### src/rtl/fetch_stage.sv
// Instruction-fetch stage feeding the IF/ID register: PC, variable-latency fetch, freeze hold, branch squash.
// Define FETCH_PERF_CNT_EN to add the stall_cycles / flush_count performance counters.
module fetch_stage #(
    parameter int unsigned       ADDR_W   = 32,
    parameter int unsigned       INST_W   = 32,
    parameter int unsigned       PC_STEP  = 4,
    parameter logic [ADDR_W-1:0] RESET_PC = '0
) (
    input  logic              clk,
    input  logic              rst,
    input  logic              freeze,
    input  logic              branch_taken,
    input  logic [ADDR_W-1:0] branch_addr,
    output logic              mem_req,
    output logic [ADDR_W-1:0] mem_addr,
    input  logic              mem_ack,
    input  logic [INST_W-1:0] mem_rdata,
    output logic              ld,
    output logic [ADDR_W-1:0] pc_next,
`ifdef FETCH_PERF_CNT_EN
    output logic [INST_W-1:0] instr,
    output logic [31:0]       stall_cycles,
    output logic [15:0]       flush_count
`else
    output logic [INST_W-1:0] instr
`endif
);

    typedef enum logic [1:0] {
        S_REQ,
        S_WAIT,
        S_HOLD
    } state_t;

    state_t            r_state;
    logic [ADDR_W-1:0] r_pc;
    logic [ADDR_W-1:0] r_target;
    logic [ADDR_W-1:0] r_pc_next;
    logic [INST_W-1:0] r_instr;
    logic              r_squash;

    logic [ADDR_W-1:0] w_pc_inc;
    logic              w_wait_ack;
    logic              w_capture;
    logic              w_release;

    assign w_pc_inc   = r_pc + ADDR_W'(PC_STEP);
    assign w_wait_ack = (r_state == S_WAIT) && mem_ack;
    assign w_capture  = w_wait_ack && !r_squash && !branch_taken;
    assign w_release  = (r_state == S_HOLD) && !freeze && !branch_taken;

    // Gated by rst so request/strobe drop the instant reset asserts, not at the next edge.
    assign mem_req  = rst && (r_state != S_HOLD);
    assign mem_addr = r_pc;
    assign ld       = rst && ((w_capture && !freeze) || w_release);
    assign pc_next  = w_capture ? w_pc_inc  : r_pc_next;
    assign instr    = w_capture ? mem_rdata : r_instr;

    // NOTE: sequential state uses non-blocking assignments so every register samples pre-edge values.
    always_ff @(posedge clk or negedge rst) begin
        if (!rst) begin
            r_state   <= S_REQ;
            r_pc      <= RESET_PC;
            r_target  <= '0;
            r_pc_next <= '0;
            r_instr   <= '0;
            r_squash  <= 1'b0;
        end else if (branch_taken) begin
            if ((r_state == S_WAIT) && !mem_ack) begin
                // Fetch still in flight: remember the target, drop the data when it lands.
                r_target <= branch_addr;
                r_squash <= 1'b1;
            end else begin
                r_pc     <= branch_addr;
                r_squash <= 1'b0;
                r_state  <= S_REQ;
            end
        end else begin
            case (r_state)
                S_REQ: r_state <= S_WAIT;
                S_WAIT: begin
                    if (mem_ack) begin
                        if (r_squash) begin
                            r_squash <= 1'b0;
                            r_pc     <= r_target;
                            r_state  <= S_REQ;
                        end else begin
                            r_instr   <= mem_rdata;
                            r_pc_next <= w_pc_inc;
                            if (freeze) begin
                                r_state <= S_HOLD;
                            end else begin
                                r_pc    <= w_pc_inc;
                                r_state <= S_REQ;
                            end
                        end
                    end
                end
                S_HOLD: begin
                    if (!freeze) begin
                        r_pc    <= r_pc_next;
                        r_state <= S_REQ;
                    end
                end
                default: r_state <= S_REQ;
            endcase
        end
    end

`ifdef FETCH_PERF_CNT_EN
    logic [31:0] r_stall_cycles;
    logic [15:0] r_flush_count;
    logic        w_stall;

    assign w_stall      = ((r_state == S_WAIT) && !mem_ack) || (r_state == S_HOLD);
    assign stall_cycles = r_stall_cycles;
    assign flush_count  = r_flush_count;

    always_ff @(posedge clk or negedge rst) begin
        if (!rst) begin
            r_stall_cycles <= '0;
            r_flush_count  <= '0;
        end else begin
            if (w_stall && (r_stall_cycles != '1)) begin
                r_stall_cycles <= r_stall_cycles + 32'd1;
            end
            if (branch_taken && (r_flush_count != '1)) begin
                r_flush_count <= r_flush_count + 16'd1;
            end
        end
    end
`endif

endmodule

### config.mk
export PLATFORM = sky130hd
export DESIGN_NAME = fetch_stage
export DESIGN_NICKNAME = d
export VERILOG_FILES = /design/src/rtl/fetch_stage.sv
export SDC_FILE = /design/constraint.sdc
export NUM_CORES = 1
export LEC_CHECK = 0
export CORE_MARGIN = 2
export CORE_UTILIZATION = 55
export CTS_CLUSTER_DIAMETER = 80
export DETAILED_ROUTE_END_ITERATION = 8
export PLACE_DENSITY = 0.83
export SLEW_MARGIN = 0
export SYNTH_ARGS = -nofsm -noshare
export SYNTH_HDL_FRONTEND = slang
export SYNTH_SLANG_ARGS = --single-unit
### constraint.sdc
create_clock -name clk -period 6.56 [get_ports clk]
set_clock_uncertainty 0.15 [all_clocks]
set_input_delay 1.312 -clock clk [delete_from_list [all_inputs] [get_ports clk]]
set_output_delay 1.312 -clock clk [all_outputs]
set_load 0.01 [all_outputs]
Yosys cells after proc, flatten, opt, wreduce, memory -nomap -nowiden
Cells that the tools add are included.
Widths: inputs -> output; s select.
Word-level totals
  register bits: 131
  logic and storage cells: 59
Operators by class
  add/sub/neg operators: 1
  equality and inequality tests: 7
  mux-type cells: 20
  bitwise operators: 2
  reduce and logical (&&, ||, !) cells: 23
Operator list (number)
  $mux 32: 8
  $pmux 32 s2: 1
  $add 32x3->32 const B: 1
  $mux 2: 6
  $logic_and 1x1->1: 9
  $ne 3x3->1 const B: 2
  $pmux 2 s3: 1
  $reduce_and 5->1: 1
  $logic_not 1->1: 4
  $mux 1: 4
  $ne 2x2->1 const B: 2
  $ne 4x4->1 const B: 1
  $reduce_and 2->1: 2
  $reduce_and 4->1: 1
  $reduce_bool 2->1: 2
  $reduce_and 3->1: 1
  $reduce_bool 3->1: 1
  $eq 2x1->1 const B: 1
  $eq 2x2->1 const B: 1
  $logic_not 2->1: 1
  $not 1->1: 2
  $logic_or 1x1->1: 1

Depth between registers and ports, before layout
Gate-level depths: netlist (run 1).
  word-level depth: 7
  mapped depth: 8
  depth with buffers taken out: 6

Least setup slack after synthesis (run 1)
OpenSTA, ideal clock, no wires.
  kind: input port to output port
  start point: input port branch_taken
  end point: output port pc_next[11]
  arrival: 2.905 ns
  data required time: 5.098 ns
  slack: 2.193 ns
  stages on the path: 8
  path through: clkbuf_1 nor2_1 nand2_1 clkbuf_1 clkbuf_1 clkbuf_1 nand2_1 o21ai_0
On the way
  longest elaborated chain between the ends: 3
Ends and longest elaborated chain
  start, declared: line 12  | input logic branch_taken,
  $logic_not 1->1: line 49  | assign w_capture = w_wait_ack && !r_squash && !branch_taken;
  $logic_and 1x1->1: line 49
  $mux 32: line 56  | assign pc_next = w_capture ? w_pc_inc : r_pc_next;
  end, declared: line 19  | output logic [ADDR_W-1:0] pc_next,
No other way between the ends.

Worst setup path after layout (run 1)
  start point: input port mem_ack
  end point: output port instr[20]
On the way
  longest elaborated chain between the ends: 4
Ends and longest elaborated chain
  start, declared: line 16  | input logic mem_ack,
  $logic_and 1x1->1: line 48  | assign w_wait_ack = (r_state == S_WAIT) && mem_ack;
  $logic_and 1x1->1 (2 in a row): line 49
  $mux 32: line 57  | assign instr = w_capture ? mem_rdata : r_instr;
  end, declared: line 25  | output logic [INST_W-1:0] instr
No other way between the ends.

==> impl_results.html, run 1 <==
<table>
<tr><th>Metric</th><th>Value</th></tr>
<tr><th colspan="2">CTS</th></tr>
<tr><td>Clock Latency Late Sink</td><td>0.43 ns</td></tr>
<tr><td>Root Buffer Master</td><td>sky130_fd_sc_hd__clkbuf_16</td></tr>
<tr><td>Buffer levels on the longest clock path</td><td>2</td></tr>
<tr><td>Number of buffers inserted by post-CTS setup repair</td><td>0</td></tr>
<tr><td>Total number of clock tree sinks</td><td>between 100 and 150</td></tr>
<tr><td>Clock transition time at the flip-flop clock pins of the worst setup and hold paths</td><td>approximately 0.060 ns</td></tr>
<tr><td>H-tree lvl count</td><td>4</td></tr>
<tr><td>CTS Hold Bufs</td><td>0</td></tr>
<tr><td>PostCTS Resize Cnt</td><td>0</td></tr>
<tr><td>Total clock buffers created by CTS</td><td>17</td></tr>
<tr><td>TritonCTS clock tree</td><td>done</td></tr>
<tr><th colspan="2">Finish</th></tr>
<tr><td>Ant diodes</td><td>0</td></tr>
<tr><td>Most common library cell in the layout ignoring fill and taps</td><td>sky130_fd_sc_hd__clkdlybuf4s50_1</td></tr>
<tr><td>Leading cell types in the layout, fill and taps excluded</td><td>sky130_fd_sc_hd__clkdlybuf4s50_1 (164), sky130_fd_sc_hd__dfrtp_1 (131), sky130_fd_sc_hd__mux2_2 (105), sky130_fd_sc_hd__nand2_1 (87), sky130_fd_sc_hd__o21ai_0 (86)</td></tr>
<tr><td>Layout cells sized above 1</td><td>18.0%</td></tr>
<tr><td>Util after Layout</td><td>74.1%</td></tr>
<tr><td>Filler cell count</td><td>902</td></tr>
<tr><td>Net total in the final layout</td><td>964</td></tr>
<tr><td>Area growth from synthesis to layout</td><td>32.6%</td></tr>
<tr><td>Layout Cells excl Fill</td><td>1081</td></tr>
<tr><th colspan="2">Floorplan</th></tr>
<tr><td>Boundary pin count</td><td>167</td></tr>
<tr><td>Overall die area</td><td>14300 um2</td></tr>
<tr><td>Die W</td><td>120 um</td></tr>
<tr><td>Die Span Y</td><td>roughly 120 um</td></tr>
<tr><td>Effective utilization at floorplan</td><td>55.9%</td></tr>
<tr><td>Cell Rows</td><td>42</td></tr>
<tr><td>Placeable core region</td><td>13100 um2</td></tr>
<tr><th colspan="2">Worst setup path</th></tr>
<tr><td>Register-to-Register Setup Slack</td><td>3.44 ns</td></tr>
<tr><td>Element type at the critical path end</td><td>primary output</td></tr>
<tr><td>CP arrival</td><td>4.20 ns</td></tr>
<tr><td>Setup CP Type</td><td>in -&gt; out</td></tr>
<tr><td>CP required</td><td>~5.1 ns</td></tr>
<tr><td>Delay contributed by the slowest stage of the critical path</td><td>0.68 ns</td></tr>
<tr><td>Chain of cells forming the critical path</td><td>clkdlybuf4s50_1 &gt; nand2_1 &gt; nor2_1 &gt; nand2_4 &gt; buf_4 &gt; mux2_2 &gt; clkdlybuf4s50_1</td></tr>
<tr><td>Type of element launching the critical path</td><td>input port</td></tr>
<tr><td>Crit Path Max Fanout</td><td>71</td></tr>
<tr><td>Buffers &amp; Inverters on Critical Path</td><td>3</td></tr>
<tr><td>Cell at the slowest stage of the critical path</td><td>sky130_fd_sc_hd__buf_4</td></tr>
<tr><td>Crit path top cell by count</td><td>sky130_fd_sc_hd__clkdlybuf4s50_1</td></tr>
<tr><td>Top delay family on crit path</td><td>buffers and inverters</td></tr>
<tr><th colspan="2">GRT</th></tr>
<tr><td>Number of global-route vias before repair</td><td>6815</td></tr>
<tr><td>Initial antenna violation count</td><td>0</td></tr>
<tr><td>Residual overflow from global routing</td><td>0</td></tr>
<tr><td>GR Util All Layers</td><td>31.2%</td></tr>
<tr><td>Global-route wire length before repair</td><td>35000 um</td></tr>
<tr><td>Maximum number of pins on one net before global-route repair</td><td>72</td></tr>
<tr><th colspan="2">Run status</th></tr>
<tr><td>Result of the run</td><td>complete, no violations</td></tr>
<tr><th colspan="2">Place</th></tr>
<tr><td>Routability cong.</td><td>roughly 0.94</td></tr>
<tr><td>Dpl cells</td><td>1051</td></tr>
<tr><td>PortBufs</td><td>between 150 and 200</td></tr>
<tr><td>Worst slack, placed</td><td>0.934 ns</td></tr>
<tr><td>DP Wirelength</td><td>14100 um</td></tr>
<tr><th colspan="2">Drt</th></tr>
<tr><td>Number of remaining DRC errors</td><td>0</td></tr>
<tr><td>Pre-antenna DRT Iters</td><td>8</td></tr>
<tr><td>Total via count in the routed design</td><td>a little under 7000</td></tr>
<tr><td>ANT nets after route</td><td>0</td></tr>
<tr><td>Routed length per placed instance</td><td>20.2 um</td></tr>
<tr><td>DRC violation total after the first TritonRoute iteration</td><td>748</td></tr>
<tr><td>Aggregate routed wire length</td><td>21900 um</td></tr>
<tr><td>Number of vias per cell after detailed routing</td><td>6.37</td></tr>
<tr><th colspan="2">Yosys</th></tr>
<tr><td>Gate Count Post-Synth</td><td>754</td></tr>
<tr><td>Post-Syn Area</td><td>7340 um2</td></tr>
<tr><td>Count of state elements after synthesis</td><td>131</td></tr>
<tr><td>Post-synth net total</td><td>824</td></tr>
<tr><td>Sequential area share after synthesis</td><td>approximately 45%</td></tr>
<tr><td>Mean area per synthesized cell</td><td>between 9 and 10 um2</td></tr>
<tr><td>Count of warnings emitted by yosys</td><td>0</td></tr>
<tr><td>Top FF cell, synth</td><td>sky130_fd_sc_hd__dfrtp_1</td></tr>
<tr><td>Number of distinct library cells after synthesis</td><td>between 60 and 70</td></tr>
<tr><td>Post-synth EDFFs</td><td>0</td></tr>
<tr><td>Async set or reset register ratio after synthesis</td><td>100%</td></tr>
<tr><th colspan="2">Power</th></tr>
<tr><td>Clock network power share</td><td>about a quarter</td></tr>
<tr><td>Leakage component of the power</td><td>approximately 4.0 nW</td></tr>
<tr><td>Switching power summed over all nets</td><td>~1.5 mW</td></tr>
<tr><td>Power Dens Cells</td><td>between 400 and 500 nW/um2</td></tr>
<tr><td>Internal Pwr Total</td><td>2.84 mW</td></tr>
<tr><td>Sw Ratio</td><td>34.4%</td></tr>
<tr><td>Sequential cell fraction of total power</td><td>34.3%</td></tr>
<tr><td>Maximum VDD drop</td><td>approximately 0.00024 V</td></tr>
<tr><td>Combinational cell fraction of total power</td><td>between 40 and 50%</td></tr>
<tr><td>Tot Pwr</td><td>4.33 mW</td></tr>
<tr><th colspan="2">STA</th></tr>
<tr><td>Final Critical Period</td><td>5.66 ns</td></tr>
<tr><td>Crit path setup slack, layout</td><td>0.899 ns</td></tr>
<tr><td>Fmax</td><td>0.177 GHz</td></tr>
<tr><td>Final worst path period share</td><td>86.3%</td></tr>
<tr><td>Transition time at the pin with the least slew margin</td><td>1.08 ns</td></tr>
<tr><td>Count of endpoints failing hold in the final timing report</td><td>0</td></tr>
<tr><td>Final setup violation count</td><td>0</td></tr>
<tr><td>Summed negative setup slack over all endpoints</td><td>0 ns</td></tr>
<tr><td>Max-slew violations</td><td>0</td></tr>
<tr><td>Max-slew headroom</td><td>27.8%</td></tr>
<tr><td>RSZ-0062 raised after global routing</td><td>no</td></tr>
<tr><th colspan="2">Min path</th></tr>
<tr><td>Path class of the lowest-slack min-delay path</td><td>reg -&gt; reg</td></tr>
<tr><th colspan="2">Flow run</th></tr>
<tr><td>Max-capacitance violation count</td><td>0</td></tr>
</table>
==> metrics by stage <==
stage	hold WS, ns	cell area [um2]
after floorplan	0.305	7340
final	0.351	9730
after CTS	0.349	9730
after detailed placement	0.334	9090
after global routing	0.355	9730
after global placement	0.321	9090
==> Yosys cell counts (all sizes together) (5+ instances only) <==
master   number  area (um2)
dfrtp       131        3280
mux2        105        1180
nand2        88         330
o21ai        88         440
clkbuf       46         174
a21oi        34         170
nor2         25        93.8
nand3        22         110
nor3         20         100
xnor2        15         131
and3         13        81.3
inv          13        48.8
nand2b       10        62.6
buf           9        50.0
nor4          9        68.8
xor2          9        78.8
nand4         8        65.1
o221ai        8        70.1
a31oi         7        43.8
o211ai        6        45.0
a211oi        5        37.5
a21o          5        37.5
a2bb2oi       5        43.8
o22ai         5        31.3
==> final cells by class <==
cell class / count / area, um2 / share of cell area (%)
Inverter: 15 / 56.3 / 0.578
Multi-Input combinational cell: 553 / 3800 / 39.1
Tap cell: 176 / 220 / 2.26
Timing Repair Buffer: 176 / 1730 / 17.8
Clock inverter: 10 / 180 / 1.85
Sequential cell: 131 / 3280 / 33.7
Clock buffer: 20 / 467 / 4.79
==> kinds of logic (layout without fill, tap and decap cells) <==
family          after synthesis  count (layout)  synth area share, %
mux                         108             108                 16.5
buf+inv                      70             221                 3.82
fa+ha+maj                     1               1                0.170
flops                       131             131                 44.7
simple gates                225             225                 15.6
xor+xnor                     24              24                 2.86
compound gates              195             195                 16.3
==> sequential cells by signal (all words and copies together), names as in the netlist <==
register / count
r_squash: 1
r_target: 32
r_pc_next: 32
r_state: 2
r_instr: 32
mem_addr: 32
==> metal layers <==
metal	share of wire, %	global-route usage [%]
met1	39	39.6
met2	49	52.0
met3	9.7	6.99
met4	2.4	12.9
met5	0	0
==> final timing paths <==
| kind | to | cells after the start | from |
|---|---|---|---|
| worst max-delay path | instr[20] | 7 | mem_ack |
| worst min-delay path | r_target[16]$_DFFE_PN0P_ | 1 | r_target[16]$_DFFE_PN0P_ |
| worst max register to register | mem_addr[10]$_DFFE_PN0P_ | 6 | r_squash$_DFFE_PN0P_ |
| worst min register to register | r_target[16]$_DFFE_PN0P_ | 1 | r_target[16]$_DFFE_PN0P_ |
| max in group asynchronous | r_target[13]$_DFFE_PN0P_ | 2 | rst |
| min in group asynchronous | mem_addr[11]$_DFFE_PN0P_ | 1 | rst |
==> power groups by stage <==
stage               logic [mW]  clock network [mW]  registers (mW)
CTS                       1.79                1.05            1.47
finish                    1.79                1.05            1.48
detailed placement        1.76                   0            1.47
global placement          1.71                   0            1.45
floorplan                0.955                   0            1.40
global route              1.93                1.09            1.52
Note: power is estimated with default switching activity, not from simulation.
==> run 2, diff against run 1 <==
GPL_ROUTABILITY_DRIVEN = 0   (was not set)
==> results of run 2 <==
Final layout, timing and power as in run 1 (identical DEF).
